**src/rtl/enc_frame_sched.sv**
```systemverilog
`default_nettype none
// ============================================================================
//  Module      : enc_frame_sched
//  Description : Round-robin frame scheduler feeding the serial (8,4) block
//                encoder. Locks a requester for a whole frame, serialises its
//                nibbles MSB-first in slots aligned to the encoder's 4-bit
//                input phase, inserts zero gap slots and marks frame bounds.
//  Options     : define ENC_SCHED_PARITY_EN to append an XOR parity nibble
//                slot at the end of every frame.
//  Revision    : 1.0  initial release
// ============================================================================
module enc_frame_sched #(
    parameter int NREQ      = 2,
    parameter int FRAME_NIB = 16,
    parameter int GAP_NIB   = 1
) (
    input  logic                                       clk,
    input  logic                                       reset,
    input  logic [NREQ-1:0]                            req_valid,
    input  logic [4*NREQ-1:0]                          req_data,
    input  logic [NREQ-1:0]                            req_last,
    output logic [NREQ-1:0]                            req_ready,
    output logic                                       enc_in,
    output logic                                       enc_active,
    output logic [((NREQ > 1) ? $clog2(NREQ) : 1)-1:0] grant_id,
    output logic                                       frame_start,
    output logic                                       frame_end,
    output logic                                       busy
);

    localparam int GW = (NREQ > 1) ? $clog2(NREQ) : 1;

    localparam logic [7:0]    c_frame_nib = 8'(FRAME_NIB);
    localparam logic [1:0]    c_gap_last  = 2'((GAP_NIB > 0) ? (GAP_NIB - 1) : 0);
    localparam logic [GW-1:0] c_rr_max    = GW'(NREQ - 1);

    typedef enum logic [2:0] {
        S_IDLE  = 3'd0,
        S_LOAD  = 3'd1,
        S_ALIGN = 3'd2,
        S_SHIFT = 3'd3,
        S_GAP   = 3'd4,
        S_END   = 3'd5
    } state_t;

    state_t          r_state;
    state_t          w_next;
    state_t          w_after;

    logic [1:0]      r_phase;
    logic [GW-1:0]   r_rr;
    logic [GW-1:0]   r_grant;
    logic [3:0]      r_nib;
    logic            r_last;
    logic [7:0]      r_nib_cnt;
    logic            r_first;
    logic [1:0]      r_gap_cnt;

    logic [GW-1:0]   w_pick;
    logic [GW:0]     w_sum;
    logic            w_payload_done;
    logic            w_take;
    logic [3:0]      w_req_nib;

`ifdef ENC_SCHED_PARITY_EN
    logic [3:0]      r_parity;
    logic            r_par_sent;
`endif

    assign w_take         = (r_state == S_LOAD) && req_valid[r_grant];
    assign w_req_nib      = req_data[{r_grant, 2'b00} +: 4];
    assign w_payload_done = r_last || (r_nib_cnt == c_frame_nib);

    // Round-robin pick: first valid requester at or after the rr pointer.
    always_comb begin
        w_pick = r_rr;
        w_sum  = '0;
        for (int k = NREQ - 1; k >= 0; k--) begin
            w_sum = {1'b0, r_rr} + (GW+1)'(k);
            if (w_sum >= (GW+1)'(NREQ)) begin
                w_sum = w_sum - (GW+1)'(NREQ);
            end
            if (req_valid[w_sum[GW-1:0]]) begin
                w_pick = w_sum[GW-1:0];
            end
        end
    end

    // Where to go once a payload (or parity) slot and its gap have been sent.
    always_comb begin
`ifdef ENC_SCHED_PARITY_EN
        if (r_par_sent) begin
            w_after = S_END;
        end else if (w_payload_done) begin
            w_after = S_SHIFT;
        end else begin
            w_after = S_LOAD;
        end
`else
        w_after = w_payload_done ? S_END : S_LOAD;
`endif
    end

    // State register.
    always_ff @(posedge clk or posedge reset) begin
        if (reset) begin
            r_state <= S_IDLE;
        end else begin
            r_state <= w_next;
        end
    end

    // Next-state decode and Moore outputs.
    always_comb begin
        w_next      = r_state;
        req_ready   = '0;
        enc_in      = 1'b0;
        enc_active  = 1'b0;
        frame_start = 1'b0;
        frame_end   = 1'b0;
        case (r_state)
            S_IDLE: begin
                if (|req_valid) begin
                    w_next = S_LOAD;
                end
            end
            S_LOAD: begin
                req_ready[r_grant] = 1'b1;
                if (req_valid[r_grant]) begin
                    w_next = (r_phase == 2'd3) ? S_SHIFT : S_ALIGN;
                end
            end
            S_ALIGN: begin
                if (r_phase == 2'd3) begin
                    w_next = S_SHIFT;
                end
            end
            S_SHIFT: begin
                enc_in      = r_nib[~r_phase];
                enc_active  = 1'b1;
                frame_start = r_first;
                if (r_phase == 2'd3) begin
                    w_next = (GAP_NIB != 0) ? S_GAP : w_after;
                end
            end
            S_GAP: begin
                if ((r_phase == 2'd3) && (r_gap_cnt == c_gap_last)) begin
                    w_next = w_after;
                end
            end
            S_END: begin
                frame_end = 1'b1;
                w_next    = S_IDLE;
            end
            default: begin
                w_next = S_IDLE;
            end
        endcase
    end

    assign grant_id = r_grant;
    assign busy     = (r_state != S_IDLE);

    // Phase counter, arbitration, nibble capture and frame bookkeeping.
    always_ff @(posedge clk or posedge reset) begin
        if (reset) begin
            r_phase    <= '0;
            r_rr       <= '0;
            r_grant    <= '0;
            r_nib      <= '0;
            r_last     <= 1'b0;
            r_nib_cnt  <= '0;
            r_first    <= 1'b0;
            r_gap_cnt  <= '0;
`ifdef ENC_SCHED_PARITY_EN
            r_parity   <= '0;
            r_par_sent <= 1'b0;
`endif
        end else begin
            r_phase <= r_phase + 2'd1;

            // Gap slot counter only runs while inside the gap.
            if (r_state == S_GAP) begin
                if (r_phase == 2'd3) begin
                    r_gap_cnt <= r_gap_cnt + 2'd1;
                end
            end else begin
                r_gap_cnt <= '0;
            end

            case (r_state)
                S_IDLE: begin
                    if (|req_valid) begin
                        r_grant    <= w_pick;
                        r_first    <= 1'b1;
                        r_last     <= 1'b0;
`ifdef ENC_SCHED_PARITY_EN
                        r_parity   <= '0;
                        r_par_sent <= 1'b0;
`endif
                    end
                end
                S_LOAD: begin
                    if (w_take) begin
                        r_nib     <= w_req_nib;
                        r_last    <= req_last[r_grant];
                        r_nib_cnt <= r_nib_cnt + 8'd1;
`ifdef ENC_SCHED_PARITY_EN
                        r_parity  <= r_parity ^ w_req_nib;
`endif
                    end
                end
                S_SHIFT: begin
                    r_first <= 1'b0;
                end
                S_END: begin
                    r_rr      <= (r_grant == c_rr_max) ? '0 : (r_grant + GW'(1));
                    r_nib_cnt <= '0;
                end
                default: begin
                end
            endcase

`ifdef ENC_SCHED_PARITY_EN
            // Payload finished: reload the shifter with the frame parity.
            if (((r_state == S_SHIFT) || (r_state == S_GAP)) && (w_next == S_SHIFT)) begin
                r_nib      <= r_parity;
                r_par_sent <= 1'b1;
            end
`endif
        end
    end

endmodule
`default_nettype wire

```
**config.mk**
```make
export PLATFORM = sky130hd
export DESIGN_NAME = enc_frame_sched
export DESIGN_NICKNAME = d
export VERILOG_FILES = /design/src/rtl/enc_frame_sched.sv
export SDC_FILE = /design/constraint.sdc
export NUM_CORES = 1
export LEC_CHECK = 0
export ABC_AREA = 0
export CAP_MARGIN = 5
export CORE_UTILIZATION = 30
export CTS_BUF_LIST = sky130_fd_sc_hd__clkbuf_2
export CTS_CLUSTER_SIZE = 10
export DETAILED_ROUTE_END_ITERATION = 6
export HOLD_SLACK_MARGIN = 0.02
export PLACE_DENSITY = 0.61
export SYNTH_ARGS = -nofsm -noshare
export SYNTH_HDL_FRONTEND = slang
export SYNTH_SLANG_ARGS = --single-unit
```
**constraint.sdc**
```tcl
create_clock -name clk -period 3.1 [get_ports clk]
set_clock_uncertainty 0.05 [all_clocks]
set_input_delay 0.31 -clock clk [delete_from_list [all_inputs] [get_ports clk]]
set_output_delay 0.31 -clock clk [all_outputs]
set_load 0.05 [all_outputs]
```
==> summary.md <==
| Metric | Value |
|---|---|
| Sink Count | `23` |
| Dpl ws | `0.7831 ns` |
| ANT cells | `0` |
| Core area | `4384 um^2` |
| Die Y | `around 70 um` |
| Placed wire-length estimate | `around 2000 um` |
| Crit-path leading delay family | `buffers and inverters` |
| Syn Std Cell Area | `1371 um^2` |
| Share of cells above drive strength 1 | `0.09877` |
| Clk_lat worst skew | `roughly 0.35 ns` |
| Fin. Hold Viols | `0` |
| Warnings, synthesis | `0` |
| CP arrival | `2.39 ns` |
| RSZ-0062 raised after global routing | `no` |
| # DRC | `0` |
| Total power draw | `1.479 mW` |
| Clock Pin Slew Worst Setup and Hold Paths | `0.24 ns` |
| Tmin final | `2.745 ns` |
| Critical Path RT | `about 2.7 ns` |
| First-pass GRT wire length | `between 4000 and 5000 um` |
| Die Span X | `~70 um` |
| Overall routed net length | `2807 um` |
| CTS Hold Bufs | `0` |
| Ratio of final minimum period to clock period | `0.8855` |
| EDFF count, synth | `0` |
| FFs w/ async S/R, synth | `1.000` |
| Crit path cell chain | `or3b_4 -> nor2_1 -> clkdlybuf4s50_1` |
| Post-route cell area | `1645 um^2` |
| Final Max Slew Viols | `0` |
| Worst R2R Start | `grant_id` |
| Slew HR | `0.3992` |
| Critical Path Source Type | `register` |
| Worst setup path startpoint | `r_state[1]` |
| Rows | `24` |
| Achievable Freq | `~0.36 GHz` |
| Sequential share of the synthesized area | `0.4197` |
| Starting Density | `0.3128` |
| Cells after Synth | `141` |
| Drt first pass iters | `4` |
| Commonest non-fill, non-tap cell in the layout | `dfrtp_1` |
| Bufs and invs on worst path | `1` |
| Number of top-level pins | `22` |
| Number of global-route vias before repair | `just over 1000` |
| Total negative slack | `0 ns` |
| Largest net degree at the start of global routing | `24` |
| CTS buffer count | `3` |
| Syn_area_per_cell | `roughly 10 um^2` |
| Final Worst Setup Slack | `0.3550 ns` |
| Routed Antenna Nets | `0` |
| LEAKAGE | `roughly 0.7 nW` |
| Nets@finish | `181` |
| Filler Cell Count | `425` |
| Post-synth cell types | `44` |
| Crit path max-delay cell type | `clkdlybuf4s50_1` |
| Placed Cells | `between 200 and 250` |
| Crit-path max FO | `16` |
| Sequential Area | `575.6 um^2` |
| Gr ovfl total | `0` |
| Root buffer cell | `clkbuf_2` |
| Final core utilization | `0.3753` |
| Most frequent cells in the layout | `dfrtp_1, clkdlybuf4s50_1, nor2_1` |
| HP Class | `in -> async` |
| Initial antenna violation count | `0` |
| Area Overhead vs Synth | `19.98%` |
| Post-CTS Resized | `0` |
| Vias per inst | `5.178` |
| Critical path class | `reg -> out` |
| Non-filler cells in the finished layout | `214` |
| CP peak stage delay | `0.81 ns` |
| DIE AREA | `4846 um^2` |
| Max-cap violation count | `0` |
| Post-CTS setup buffer count | `0` |
| Worst Max-Slew Pin Slew | `0.9002 ns` |
| Mapped Nets | `approximately 160` |
| Drt wl/cell | `13.12 um` |
| Cell Area, Placed | `1623 um^2` |
| Worst vdd rail ir drop | `around 0.31 mV` |
| CTS max path bufs | `2` |
| GPL Wtd Cong | `0.8144` |
| DR vias | `1108` |
| CP endpoint kind | `primary output` |
| # setup viols final | `0` |
| Total GRT Usage | `0.1210` |
| CTS tree | `done` |
| Area of the multi-input gates | `711.9 um^2` |
| Top_reg_cell synth | `dfrtp_1` |
| Seq cells post-synth | `23` |
| Status | `completed` |
| H-tree Lvls | `1` |
| Tightest hold margin | `0.3553 ns` |
| Port bufs | `21` |
| Iteration-0 DRC Markers | `60` |
| Power density over the cells | `~900 nW/um^2` |
-- area by class of cell --
type,count,area share
Multi-Input combinational cell,100,0.4327
Tap cell,52,0.03954
Inverter,12,0.02738
Timing Repair Buffer,23,0.1369
Clock buffer,3,0.009125
Clock inverter,1,0.004563
Sequential cell,23,0.3498
-- state kept, by name, summed over array words and instances (netlist names) --
signal / flops
r_last: 1
r_gap_cnt: 2
r_nib_cnt: 8
r_nib: 4
r_rr: 1
r_first: 1
r_phase: 2
r_state: 3
grant_id: 1
-- synth_stat cells, types with 3 or more instances --
master	instances	area (um^2)
a21oi_1	7	35.03
and2_1	4	25.02
and3_1	3	18.77
buf_4	4	30.03
dfrtp_1	23	575.6
ha_1	4	50.05
inv_1	12	45.04
mux2i_1	8	80.08
nand2_1	7	26.28
nand3_1	4	20.02
nor2_1	18	67.56
nor3_1	4	20.02
o21ai_0	3	15.01
xnor2_1	4	35.03
-- metal layers --
metal / share of wire / GRT usage / vias up / wire length (um)
li1: - / - / 541 / -
met3: 0.050 / 0.02907 / 2 / 140
met1: 0.48 / 0.1576 / 532 / 1345
met4: 0.0096 / 0.04000 / 0 / 27
met5: 0 / 0 / - / 0
met2: 0.46 / 0.1974 / 33 / 1293
-- report_power, final --
part	switching, mW	internal (mW)	total, mW
registers	0.160	0.392	0.552
clock network	0.102	0.0299	0.132
logic	0.442	0.354	0.796
-- logic make-up after synthesis --
group	count (synthesis)	share of synthesized area
XOR/XNOR	6	0.03832
AND/OR/NAND/NOR	58	0.2500
buffers and inverters	18	0.06112
AO/OA/AOI/OAI	21	0.1004
multiplexers	11	0.09398
flip-flops	23	0.4197
adder cells (fa/ha/maj)	4	0.03650
-- worst reg2reg max path: stages, from the launching register on --
cell	delay, ns
dfrtp_1	0.82
mux2_4	0.30
nand4_2	0.13
or4_1	0.50
a21oi_1	0.16
-- final timing paths --
check                          endpoint  cells after the start  slack (ns)
setup / recovery           req_ready[0]                      3        0.35
setup reg to reg           r_nib_cnt[7]                      4        1.09
min in group clk             r_phase[0]                      1        0.43
max in group asynchronous    r_state[2]                      2        2.11
hold / removal               r_phase[1]                      2        0.36
hold reg to reg              r_phase[0]                      1        0.43
No activity file was read; power rests on OpenSTA's default activity.
